==> src/rtl/tag_pkg.sv <==
// -----------------------------------------------------------------------------
// tag_pkg
// Shared definitions for the packet-tag path: the unpack stage, the tag
// arbiter, the queue manager and the egress scheduler all use these widths
// and the packed tag layout.
//   ADDR_W / LEN_W / PRI_W / PORT_W : tag field widths
//   NPORT / SRC_W                  : number of ingress ports and index width
//   tag_t                          : {fir_addr, len, pri, dst_port}
//   ring_add                       : pointer arithmetic modulo NPORT
// -----------------------------------------------------------------------------
package tag_pkg;

  localparam int ADDR_W = 12;
  localparam int LEN_W  = 4;
  localparam int PRI_W  = 3;
  localparam int PORT_W = 4;
  localparam int NPORT  = 4;
  localparam int SRC_W  = 2;

  typedef struct packed {
    logic [ADDR_W-1:0] fir_addr;
    logic [LEN_W-1:0]  len;
    logic [PRI_W-1:0]  pri;
    logic [PORT_W-1:0] dst_port;
  } tag_t;

  // NPORT is a power of two, so the natural SRC_W-bit wrap is the modulo.
  function automatic logic [SRC_W-1:0] ring_add(input logic [SRC_W-1:0] p,
                                                input logic [SRC_W-1:0] k);
    return p + k;
  endfunction

endpackage

==> src/rtl/rr_next_pick.sv <==
// -----------------------------------------------------------------------------
// rr_next_pick
// Combinational round-robin search. Starting just after ptr, scans
// ptr+1, ptr+2, ptr+3 and finally ptr itself, returning the first index
// with its request bit set. With no request, nxt falls back to ptr.
// Ports:
//   req   in  NPORT   request vector, bit i = requester i
//   ptr   in  SRC_W   current owner
//   nxt   out SRC_W   next owner
//   found out 1       any request present
// -----------------------------------------------------------------------------
module rr_next_pick
  import tag_pkg::*;
(
  input  logic [NPORT-1:0] req,
  input  logic [SRC_W-1:0] ptr,
  output logic [SRC_W-1:0] nxt,
  output logic             found
);

  logic [SRC_W-1:0] cand1;
  logic [SRC_W-1:0] cand2;
  logic [SRC_W-1:0] cand3;

  assign cand1 = ring_add(ptr, 2'd1);
  assign cand2 = ring_add(ptr, 2'd2);
  assign cand3 = ring_add(ptr, 2'd3);
  assign found = |req;

  // Priority search: the current owner is considered last.
  always_comb begin
    nxt = ptr;
    if (req[cand1]) begin
      nxt = cand1;
    end else if (req[cand2]) begin
      nxt = cand2;
    end else if (req[cand3]) begin
      nxt = cand3;
    end else begin
      nxt = ptr;
    end
  end

endmodule

==> src/rtl/tag_wrr_arbiter.sv <==
// -----------------------------------------------------------------------------
// tag_wrr_arbiter
// Merges the four per-ingress tag streams from the unpack stage into one
// registered tag stream for the queue manager, by weighted round-robin.
// Ingress i receives at most WEIGHTi consecutive grants per round.
// Ports:
//   iClk, iRst        clock, synchronous active-high reset
//   iPkgTagVld[4]     per-ingress valid
//   iPkgFirAddr[48]   ingress i at [12i+11:12i]
//   iPkgLen[16]       ingress i at [4i+3:4i]
//   iPkgPri[12]       ingress i at [3i+2:3i]
//   iPkgDstPort[16]   ingress i at [4i+3:4i]
//   oWrrRdy[4]        per-ingress ready, one-hot or zero
//   oTagVld, oTagFirAddr, oTagLen, oTagPri, oTagDstPort, oTagSrcPort
//                     registered output tag with its source ingress
//   iQmRdy            queue manager accepts the output tag
// -----------------------------------------------------------------------------
module tag_wrr_arbiter
  import tag_pkg::*;
#(
  parameter int unsigned WEIGHT0 = 4,
  parameter int unsigned WEIGHT1 = 4,
  parameter int unsigned WEIGHT2 = 4,
  parameter int unsigned WEIGHT3 = 4
) (
  input  logic                    iClk,
  input  logic                    iRst,
  input  logic [NPORT-1:0]        iPkgTagVld,
  input  logic [NPORT*ADDR_W-1:0] iPkgFirAddr,
  input  logic [NPORT*LEN_W-1:0]  iPkgLen,
  input  logic [NPORT*PRI_W-1:0]  iPkgPri,
  input  logic [NPORT*PORT_W-1:0] iPkgDstPort,
  output logic [NPORT-1:0]        oWrrRdy,
  output logic                    oTagVld,
  output logic [ADDR_W-1:0]       oTagFirAddr,
  output logic [LEN_W-1:0]        oTagLen,
  output logic [PRI_W-1:0]        oTagPri,
  output logic [PORT_W-1:0]       oTagDstPort,
  output logic [SRC_W-1:0]        oTagSrcPort,
  input  logic                    iQmRdy
);

  // Credits live in a 4-bit counter, so weights must fit 1..15.
  if (WEIGHT0 < 1 || WEIGHT0 > 15 || WEIGHT1 < 1 || WEIGHT1 > 15 ||
      WEIGHT2 < 1 || WEIGHT2 > 15 || WEIGHT3 < 1 || WEIGHT3 > 15) begin : g_bad_weight
    $error("tag_wrr_arbiter: every WEIGHTn must be in 1..15");
  end

  function automatic logic [3:0] weight_of(input logic [SRC_W-1:0] idx);
    logic [3:0] w;
    case (idx)
      2'd0:    w = 4'(WEIGHT0);
      2'd1:    w = 4'(WEIGHT1);
      2'd2:    w = 4'(WEIGHT2);
      2'd3:    w = 4'(WEIGHT3);
      default: w = 4'(WEIGHT0);
    endcase
    return w;
  endfunction

  logic [SRC_W-1:0] ptr;
  logic [3:0]       credit;
  logic             slot_free;
  logic             xfer;
  logic [SRC_W-1:0] nxt_ptr;
  logic             nxt_found;
  tag_t             in_tag [NPORT];
  tag_t             sel_tag;

  // Slice the flat ingress buses into per-port tag structs.
  for (genvar g = 0; g < NPORT; g++) begin : g_unpack
    assign in_tag[g] = {iPkgFirAddr[g*ADDR_W +: ADDR_W],
                        iPkgLen[g*LEN_W +: LEN_W],
                        iPkgPri[g*PRI_W +: PRI_W],
                        iPkgDstPort[g*PORT_W +: PORT_W]};
  end

  assign sel_tag = in_tag[ptr];

  // Ready depends only on registered state (and reset), never on valid, so
  // the unpack stage sees no combinational loop through this block.
  assign slot_free = !oTagVld || iQmRdy;
  assign oWrrRdy   = (slot_free && !iRst) ? (4'b0001 << ptr) : 4'b0000;
  assign xfer      = iPkgTagVld[ptr] && oWrrRdy[ptr];

  rr_next_pick u_next (
    .req   (iPkgTagVld),
    .ptr   (ptr),
    .nxt   (nxt_ptr),
    .found (nxt_found)
  );

  // Output register: load on transfer, clear once consumed, hold on stall.
  always_ff @(posedge iClk) begin
    if (iRst) begin
      oTagVld     <= 1'b0;
      oTagFirAddr <= '0;
      oTagLen     <= '0;
      oTagPri     <= '0;
      oTagDstPort <= '0;
      oTagSrcPort <= '0;
    end else if (xfer) begin
      oTagVld     <= 1'b1;
      oTagFirAddr <= sel_tag.fir_addr;
      oTagLen     <= sel_tag.len;
      oTagPri     <= sel_tag.pri;
      oTagDstPort <= sel_tag.dst_port;
      oTagSrcPort <= ptr;
    end else if (iQmRdy) begin
      oTagVld     <= 1'b0;
    end
  end

  // Pointer/credit update: spend credit on grants, move on at exhaustion,
  // and hop away from an idle owner whenever the output slot is free.
  always_ff @(posedge iClk) begin
    if (iRst) begin
      ptr    <= 2'd0;
      credit <= weight_of(2'd0);
    end else if (xfer && credit <= 4'd1) begin
      ptr    <= nxt_ptr;
      credit <= weight_of(nxt_ptr);
    end else if (xfer) begin
      credit <= credit - 4'd1;
    end else if (!iPkgTagVld[ptr] && slot_free) begin
      if (nxt_found) begin
        ptr    <= nxt_ptr;
        credit <= weight_of(nxt_ptr);
      end else begin
        credit <= weight_of(ptr);
      end
    end
  end

endmodule

==> config.mk <==
export PLATFORM = sky130hd
export DESIGN_NAME = tag_wrr_arbiter
export DESIGN_NICKNAME = d
export VERILOG_FILES = /design/src/rtl/tag_pkg.sv /design/src/rtl/rr_next_pick.sv /design/src/rtl/tag_wrr_arbiter.sv
export SDC_FILE = /design/constraint.sdc
export NUM_CORES = 1
export LEC_CHECK = 0
export CAP_MARGIN = 20
export CORE_ASPECT_RATIO = 0.5
export CORE_MARGIN = 4
export CORE_UTILIZATION = 37
export CTS_BUF_LIST = sky130_fd_sc_hd__clkbuf_8
export DETAILED_ROUTE_END_ITERATION = 10
export GPL_TIMING_DRIVEN = 0
export PLACE_DENSITY = 0.83
export SLEW_MARGIN = 10
export SYNTH_ARGS = -nofsm -noshare
export SYNTH_HDL_FRONTEND = slang
export SYNTH_HIERARCHICAL = 1
export SYNTH_SLANG_ARGS = --single-unit
==> constraint.sdc <==
create_clock -name iClk -period 2.1 [get_ports iClk]
set_clock_uncertainty 0.1 [all_clocks]
set_input_delay 0.42 -clock iClk [delete_from_list [all_inputs] [get_ports iClk]]
set_output_delay 0.42 -clock iClk [all_outputs]
set_load 0.02 [all_outputs]
* Word-level counts from Yosys, hierarchy flattened *
Cells that the tools add are included.

cells by class
  $add $sub $neg = 4
  $lt $le $gt $ge = 6
  equality and inequality tests = 7
  shifts and indexed selects = 1
  mux-type cells = 29
  bitwise gates (word level) = 1
  reduce and logical (&&, ||, !) cells = 18

operator list
  operator                                                         number
  binary-select mux 23 bit (select 2 bit)                          1
  two-way mux 23 bit                                               2
  two-way mux 4 bit                                                7
  two-way mux 2 bit                                                7
  less-than comparator 2 x 3 -> 1 bit (second input constant)      4
  OR reduction 4 bit                                               3
  binary-select mux 1 bit (select 2 bit)                           5
  equality test 2 bit (second input constant)                      4
  two-way mux 1 bit                                                7
  nonzero test 2 bit                                               3
  adder 2 bit (second input constant)                              2
  equality test 2 x 1 -> 1 bit (second input constant)             2
  less-or-equal comparator 4 x 1 -> 1 bit (second input constant)  1
  logical AND 1 bit                                                4
  zero test 2 bit                                                  2
  << shifter 1 x 2 -> 4 bit (first input constant)                 1
  subtractor 4 x 1 -> 4 bit (second input constant)                1
  >= comparator 3 bit (second input constant)                      1
  zero test 1 bit                                                  3
  inverter 2 -> 3 bit                                              1
  AND reduction 3 bit                                              1
  nonzero test 3 bit                                               1
  adder 2 x 1 -> 2 bit (second input constant)                     1
  inequality test 2 x 1 -> 1 bit (second input constant)           1
  logical OR 1 bit                                                 1

storage, ports and cells
  register bits after elaboration = 32
  input bits = 99
  logic and storage cells = 74

* Logic depth before layout (Yosys ltp) *
  depth in word-level cells = 13
  gate-level depth with buffers = 6
  gate-level depth less buffers = 6

* Modules after synthesis *
The synthesis kept the hierarchy.

by module, submodules not included
  module           times used  cells an instance  area each (um^2)  seq. area each (um^2)
  tag_wrr_arbiter  1           188                1816.7            640.6
  rr_next_pick     1           14                 82.6              0.0

* Worst setup path before layout *
OpenSTA, ideal clock, no wires.

  kind = register to output
  start = register ptr[1]
  end = output port oWrrRdy[2]
  arrival = 1.876 ns
  setup slack = -0.296 ns
  cell stages (with the launch flop) = 4
  cell sequence = dfxtp_1 > clkbuf_1 > buf_1 > nor4b_1

on the way
  longest elaborated chain between the ends = 2

ends and longest elaborated chain
  element                    line                    text
  from (decl)                tag_wrr_arbiter.sv:61   logic [SRC_W-1:0] ptr;
  from (signal assigned)     tag_wrr_arbiter.sv:121  ptr <= nxt_ptr;
  from (signal assigned)     tag_wrr_arbiter.sv:127  ptr <= nxt_ptr;
  << shifter 1 x 2 -> 4 bit  tag_wrr_arbiter.sv:83   assign oWrrRdy = (slot_free && !iRst) ? (4'b0001 << ptr) : 4'b0000;
  two-way mux 4 bit          tag_wrr_arbiter.sv:83
  to (decl)                  tag_wrr_arbiter.sv:33   output logic [NPORT-1:0] oWrrRdy,

No other way between the ends.

* Final worst setup path *
  start = input port iRst
  end = output port oWrrRdy[0]

on the way
  longest elaborated chain between the ends = 3

ends and longest elaborated chain
  element            line                   text
  from (decl)        tag_wrr_arbiter.sv:27  input logic iRst,
  zero test 1 bit    tag_wrr_arbiter.sv:83
  logical AND 1 bit  tag_wrr_arbiter.sv:83
  two-way mux 4 bit  tag_wrr_arbiter.sv:83

No other way between the ends.

==> metrics <==
RePlAce Congestion between 0.8 and 0.9; most numerous cell in the Yosys netlist nand2_1; CP Launch Type input pin; initial antenna violation count 0; IO Pins 129; layout cells sized above 1 ~15%; max incr delay on CP around 0.28 ns; Num CTS Buffers 5; run status finished, final reports clean; Clk Latency, worst-skew pair roughly 0.28 ns; Tcrit/Tclk final 95.7%; YS warnings 6; final non-filler cell total 408; dpl hpwl 5450 µm; leak pwr 1.29 nW; Worst-Margin Slew about 0.54 ns; Syn Nets slightly above 300; die width 109 µm; CTS tree done; worst min path class reg -> reg; Synth Area in XOR/XNOR 0%; Mapped Avg Cell Area 9.40 µm²; worst-path cell chain dlygate4sd2_1, clkbuf_8, clkbuf_4, nor4_1, buf_2; post-synthesis adder-cell area fraction under 10%; Synth cell types 29; Final setup viols 0; Root Driver clkbuf_8; clock slew at reported path FFs 0.07 ns; Port Buf Inserts 128; vias in the first global route between 2000 and 2500; first-pass GRT wire length 10300 µm; Post-synth EDFFs 0; FF+latch count, synth 32; Post-Syn Area 1900 µm²; Synth Area in Simple Gates 19.6%; Peak VDD IR 0.456 mV; worst path arrival time between 1 and 1.5 ns; RSZ-0062 raised after global routing false; Slew Limit Fails 0; Main synth FF type dfxtp_1; drt pass-1 iters 4; setup total negative slack 0 ns; post-route antenna net violation count 0; Compound-Gate Fraction of Synth Area 10.4%; ys async rst share 0%; crit path buf inv count 4; largest family of logic cells by synthesized area multiplexers; Pwr Density 805 nW/µm²; Layout Nets 438; die footprint roughly 6400 µm²; fin crit period 2.01 ns; worst rel slew slack 63.7%; Starting Density 38.5%; all-layer global routing usage 20.8%; Hold Fails Final Rpt 0; Area growth syn-to-layout 80.6%; kind of critical path in -> out; share of the synthesized area in the top cell type around a third; worst-path fanout max 10; TritonCTS Sinks 32; First DRT Iteration DRCs 90; drt drc 0; global route total overflow 0; largest net degree at the start of global routing 20; drt via density slightly above 5; Peak Freq roughly 500 MHz; Synth area leader dfxtp_1; Clock Path Buffers 2; Synth area leaders dfxtp_1 (34%), mux4_2 (28%), nand2_1 (11%), a21oi_1 (8.2%), nand2b_1 (2.0%); floorplan row count 18; # diodes 0; wire per inst 15.9 µm; core area ~4900 µm²; Die Span Y between 50 and 60 µm; H-Tree Depth 2; max_cap viols 0; CP top delay family buffers and inverters; vias after detailed routing roughly 2100; mux cell area share after synthesis approximately 30%; Synth top cells by count nand2_1 (54), dfxtp_1 (32), a21oi_1 (31); cells after synthesis a little over 200; power consumption 2.76 mW; WP data required between 1.5 and 2 ns; Seq/Total Area, Yosys about a third; Slowest-stage cell, CP dlygate4sd2_1; Setup crit end kind primary output; cts hold-fix bufs 0; routed wire length 6490 µm; Final Core Density 69.5%; total placed cells including tap cells 400
## per-layer routing
metal | global-route usage, % | share of wire, %
met1 | 23.6 | 38
met2 | 38.6 | 55
met3 | 4.82 | 4.6
met4 | 7.99 | 2.8
met5 | 0 | 0
## area by class of cell
cell class,count,area [µm²]
buffer,14,93.8
tap,70,87.6
clock inverter,3,38.8
timing repair buffer,130,1290
sequential,32,642
multi-input combinational,148,1190
fill,372,1500
clock buffer,5,68.8
inverter,6,22.5
## metrics by stage
step,cell area [µm²],hold WS (ns),setup WS [ns]
3_3_place_gp,3280,0.343,-0.751
6_report,3430,0.352,0.0904
4_1_cts,3410,0.356,0.00133
2_1_floorplan,1910,0.345,0.00114
3_5_place_dp,3280,0.346,-0.839
5_1_grt,3430,0.370,0.0334
## cell usage in the layout, fill, tap and decap left out, types with 2 or more instances in the layout
master	Yosys	routed
clkbuf_1	7	3
clkbuf_8	0	7
buf_4	1	6
nor2_1	5	4
nand2b_1	6	6
or4_1	2	2
clkdlybuf4s50_1	0	118
nor2b_1	2	2
a31oi_1	3	3
a21oi_1	31	31
or3_1	3	3
inv_1	6	7
dlymetal6s2s_1	0	4
ha_1	2	2
nor3_1	2	2
dfxtp_1	32	31
nand2_1	54	54
dlygate4sd2_1	0	2
mux2i_1	3	3
mux4_2	24	24
buf_2	6	7
clkbuf_4	0	2
## worst register-to-register path, stage by stage (launching register included)
cell and delay [ns]:
dfxtp_1 0.43, mux4_2 0.58, and2_1 0.18, buf_2 0.17, buf_2 0.20, nand2_1 0.08
a21oi_1 0.06
## logic make-up after synthesis
family | Yosys count
compound gates | 37
fa+ha+maj | 2
buf+inv | 22
flops | 32
mux | 27
simple gates | 82
## state kept, by name, indices dropped and copies added (netlist names)
signal       flops
oTagFirAddr     12
credit           4
oTagDstPort      4
oTagLen          4
oTagPri          3
oTagSrcPort      2
ptr              2
oTagVld          1
## power by group
group          internal (mW)  total (mW)  leakage [nW]  switching, mW
clock                  0.347       0.576        0.0593          0.229
combinational          0.731        1.36         0.969          0.630
sequential             0.734       0.823         0.264         0.0885
## path summary, 6_finish.rpt
kind | startpoint | to | slack (ns) | depth (start not counted)
setup / recovery | iRst | oWrrRdy[0] | 0.09 | 5
hold / removal | oTagFirAddr[11] | oTagFirAddr[11] | 0.35 | 2
setup reg to reg | ptr[0] | oTagFirAddr[2] | 0.17 | 6
hold reg to reg | oTagFirAddr[11] | oTagFirAddr[11] | 0.35 | 2
## repair_timing
action,CTS,global route
resized for setup,32,9
endpoints found under the setup margin,27,29
setup buffers,1,1
No activity file was read; power rests on OpenSTA's default activity.
==> patch 1 (same settings) <==
`PRI_W`: 3 -> 6.
--- a/src/rtl/tag_pkg.sv
+++ b/src/rtl/tag_pkg.sv
@@ -12,7 +12,7 @@
 
   localparam int ADDR_W = 12;
   localparam int LEN_W  = 4;
-  localparam int PRI_W  = 3;
+  localparam int PRI_W  = 6;
   localparam int PORT_W = 4;
   localparam int NPORT  = 4;
   localparam int SRC_W  = 2;
Interface: changed (resized iPkgPri and oTagPri); port bits go from 129 to 144. The function was not compared with the original's and may differ.
==> patch 1 against the unedited design <==
Critical path depth unchanged. Count of clock-buffer cells in the layout increased by 2. Fmax fell by 1.7%. Combinational power is 15% higher. Area after synthesis grew 11%. Power grew 8.6%. Setup slack worse by 0.034 ns. Design area increased by 10%. Utilization fell by 1.0 points. First-iteration DRC count rose by 19%. Sequential cell count up 3. Routed wire length grew 14%.
==> patch 1: results (changes against the unedited design) <==
| Metric | Value |
|---|---|
| Largest stage delay, worst path | 0.46 ns (+0.18 ns) |
| Grt met3 use | 5.201% (+0.38 points) |
| Met1 Usage GRT | 22.54% (-1.0 points) |
| Number of fill cells | 427 (+15%) |
| Crit path DAT | 1.52 ns (+0.03 ns) |
| Maximum vdd drop | 0.4592 mV (+0.65%) |
| Met2 wire length | 4165 um (+17%) |
| Status | finished clean |
| CTS Sinks | 35 (+9.4%) |
| Gr usage total | 19.82% (-1.0 points) |
| 1st-iter DRT viols | 107 (+19%) |
| Reg-to-reg critical path endpoint | oTagPri[0]$_SDFFE_PP0N_ |
| Leak | 1.421 nW (+9.9%) |
| Power Combinational | 1.56 mW (+15%) |
| Mean post-synth cell area | 9.606 um^2 (+2.2%) |
| Pre-Repair DR Iteration Count | 4 (unchanged) |
| Final non-clock buffer share | 41.24% (+0.93 points) |
| Fraction of area in multi-input gates | 34.43% (-0.20 points) |
| First-pass GRT wire length | 11010 um (+6.5%) |
| Multi-input gates | 160 (+8.1%) |
| CP Max Fanout | 7 (-3) |
| Avg WL per Cell | 16.69 um (+4.9%) |
| Slowest CP cell | clkdlybuf4s50_1 |
| Switching pwr | 1.053 mW (+11%) |
| Hpwl dp | 6164 um (+13%) |
| Routability Congestion | 0.8131 (+0.40%) |
| Worst hold start | oTagSrcPort[0]$_SDFFE_PP0N_ |
| Sequential area share after synthesis | 33.16% (-0.57 points) |
| Multiplexer share of the synthesized area | 30.20% (+0.16 points) |
| Clk buf depth | 2 (unchanged) |
| Post-DP Area | 0.003642 mm^2 (+11%) |
| Top FF cell, synth | dfxtp_1 |
| Largest net degree at the start of global routing | 14 (-30%) |
| Nets | 483 (+10%) |
| IO buf count | 143 (+12%) |
| Hold EP | oTagSrcPort[0]$_SDFFE_PP0N_ |
| PwrDens | 793.2 mW/mm^2 (-1.4%) |
| Synth Area in Adders | 1.184% (-0.13 points) |
| Biggest Area Class | buffers |
| Bufs w/o clock | 162 (+13%) |
| Layout cell share with drive strength beyond 1 | 15.90% (+0.52 points) |
| Hold_ws | 0.3591 ns (+0.006651 ns) |
| Post-place setup slack | -0.5043 ns (+0.3345 ns) |
| Top cells by count, synth | nand2_1, dfxtp_1, a21oi_1 |
| Post-Place Cells | 436 (+9.0%) |
| R2r setup slk | 0.14 ns (-0.03 ns) |
| Final Non-Filler Cells | 445 (+9.1%) |
| Met2 Use GR | 38.08% (-0.52 points) |
| Clock network area share | 2.648% (-0.49 points) |
| Wire length on met1 | 2703 um (+9.7%) |
| Clock buffer count | 7 (+2) |
| Slew HR | 60.67% (-3.1 points) |
| R2R depth | 7 (+1) |
| Diode count | 1 (+1) |
| Total nets after synthesis | 333 (+9.9%) |
| Clk pwr | 0.533 mW (-7.5%) |
| Xor and xnor fraction of the mapped netlist area | 0% (unchanged) |
| Metal3 WL | 448 um (+49%) |
| Area Overhead vs Synth | 78.86% |
==> patch 1: cell types whose count changed after synthesis, moves of 3 or more <==
cell,delta
nand2_1,+6
clkbuf_1,+3
buf_6,+5
dfxtp_1,+3
mux4_2,+3
==> patch 1: worst max path at each step <==
stage          slack (ns)                 from         end  cells past startpoint
2_1_floorplan        0.12  ptr[1]$_SDFFE_PP0P_  oWrrRdy[0]                      3
3_3_place_gp        -0.49                 iRst  oWrrRdy[2]                      4
3_5_place_dp        -0.50  ptr[1]$_SDFFE_PP0P_  oWrrRdy[2]                      4
4_1_cts             0.001                 iRst  oWrrRdy[2]                      4
5_1_grt             0.008               iQmRdy  oWrrRdy[3]                      5
6_report             0.06               iQmRdy  oWrrRdy[3]                      5
==> patch 1: repair_timing <==
action,in CTS,in global routing
setup endpoints to repair,6,26
hold buffers,0,0
hold endpoints to repair,0,0
setup buffers,2,0
gates resized for setup,24,14
pin swaps,0,0
==> patch 2 (config.mk and constraints unchanged) <==
Made on the original files. Reset style: asynchronous (`iRst`), changed in 2 clocked blocks. Comments in the files are not updated.
--- a/src/rtl/tag_wrr_arbiter.sv
+++ b/src/rtl/tag_wrr_arbiter.sv
@@ -91,7 +91,7 @@
   );
 
   // Output register: load on transfer, clear once consumed, hold on stall.
-  always_ff @(posedge iClk) begin
+  always_ff @(posedge iClk or posedge iRst) begin
     if (iRst) begin
       oTagVld     <= 1'b0;
       oTagFirAddr <= '0;
@@ -113,7 +113,7 @@
 
   // Pointer/credit update: spend credit on grants, move on at exhaustion,
   // and hop away from an idle owner whenever the output slot is free.
-  always_ff @(posedge iClk) begin
+  always_ff @(posedge iClk or posedge iRst) begin
     if (iRst) begin
       ptr    <= 2'd0;
       credit <= weight_of(2'd0);
Check against the original RTL: differs if iRst is asserted again (counterexample within 4 cycles, from zero or initial values and one cycle with iRst high); with iRst held inactive, the same outputs for 10 cycles.
==> patch 2 against the unedited design <==
Fmax fell by 4.2%. Design area rose by 8.3%. Sequential cell count did not move. Global-route usage fell by 2.6 points. Area after synthesis rose by 10%. Routed wire length rose by 3.2%. Setup slack got worse by 0.088 ns. Worst hold slack improved by 0.039 ns.
Power is not compared: it rests on default switching activity, and its combinational part moved more than twofold at a synthesized area within 25%.
==> patch 2: results (changes against the unedited design) <==
| Metric | Value |
|---|---|
| Status | finished clean |
| Metal3 WL | 241 um (-20%) |
| Wire length on met1 | 2429 um (-1.5%) |
| Synth Area in Compound Gates | 5.015% (-5.4 points) |
| Nets | 388 (-11%) |
| Vias in the first global route | 2007 (-9.9%) |
| Largest stage delay, worst path | 0.56 ns (+0.28 ns) |
| Layout cell share with drive strength beyond 1 | 30.21% (+15 points) |
| Reg-to-reg critical path endpoint | oTagFirAddr[0]$_DFFE_PP0N_ |
| CP delay by family, top | multiplexers |
| Post-DP Area | 0.003472 mm^2 (+5.8%) |
| Crit path DAT | 2.16 ns (+0.67 ns) |
| Met2 Use GR | 37.39% (-1.2 points) |
| Synth area leaders | dfrtp_1, mux4_2, mux2_4, mux2_2, buf_12 |
| Asr flop ratio synth | 100.0% (+100 points) |
| Worst hold start | oTagSrcPort[0]$_DFFE_PP0N_ |
| Final Non-Filler Cells | 361 (-12%) |
| Hold EP | oTagSrcPort[0]$_DFFE_PP0N_ |
| Post-Synthesis Cells | 143 (-29%) |
| Routability Congestion | 0.8079 (-0.25%) |
| Synth Area in Adders | 1.194% (-0.12 points) |
| Slowest CP cell | mux4_2 |
| Number of fill cells | 403 (+8.3%) |
| Post-route setup slack | 0.002597 ns (-0.08776 ns) |
| Reg2reg start | ptr[0]$_DFFE_PP0P_ |
| R2r setup slk | 0.07 ns (-0.10 ns) |
==> patch 2: cell types whose count changed after synthesis, moves of 3 or more <==
cell | unedited run | this run
buf_2 | 6 | 2
dfrtp_1 | 0 | 31
o21ai_0 | 0 | 4
mux2_4 | 0 | 17
dfxtp_1 | 32 | 0
a21oi_1 | 31 | 3
nand2_1 | 54 | 7
nand2b_1 | 6 | 2
or3_1 | 3 | 0
mux2_2 | 0 | 9
clkbuf_1 | 7 | 3
==> patch 2: cell type report <==
type	instances	area [um^2]	area share, %
Inverter	7	30.03	0.8086
Sequential cell	32	803.3	21.63
Clock inverter	2	7.507	0.2022
Timing Repair Buffer	136	1369	36.86
Timing Repair inverter	1	5.005	0.1348
Buffer	9	102.6	2.763
Clock buffer	6	82.58	2.224
Multi-Input combinational cell	95	1222	32.92
Tap cell	73	91.34	2.460
==> patch 2: repair_timing <==
item,4_1_cts,5_1_grt
gates resized for setup,30,9
setup buffers,5,1
gates cloned,1,2
endpoints found under the setup margin,35,20
pin swaps,1,1
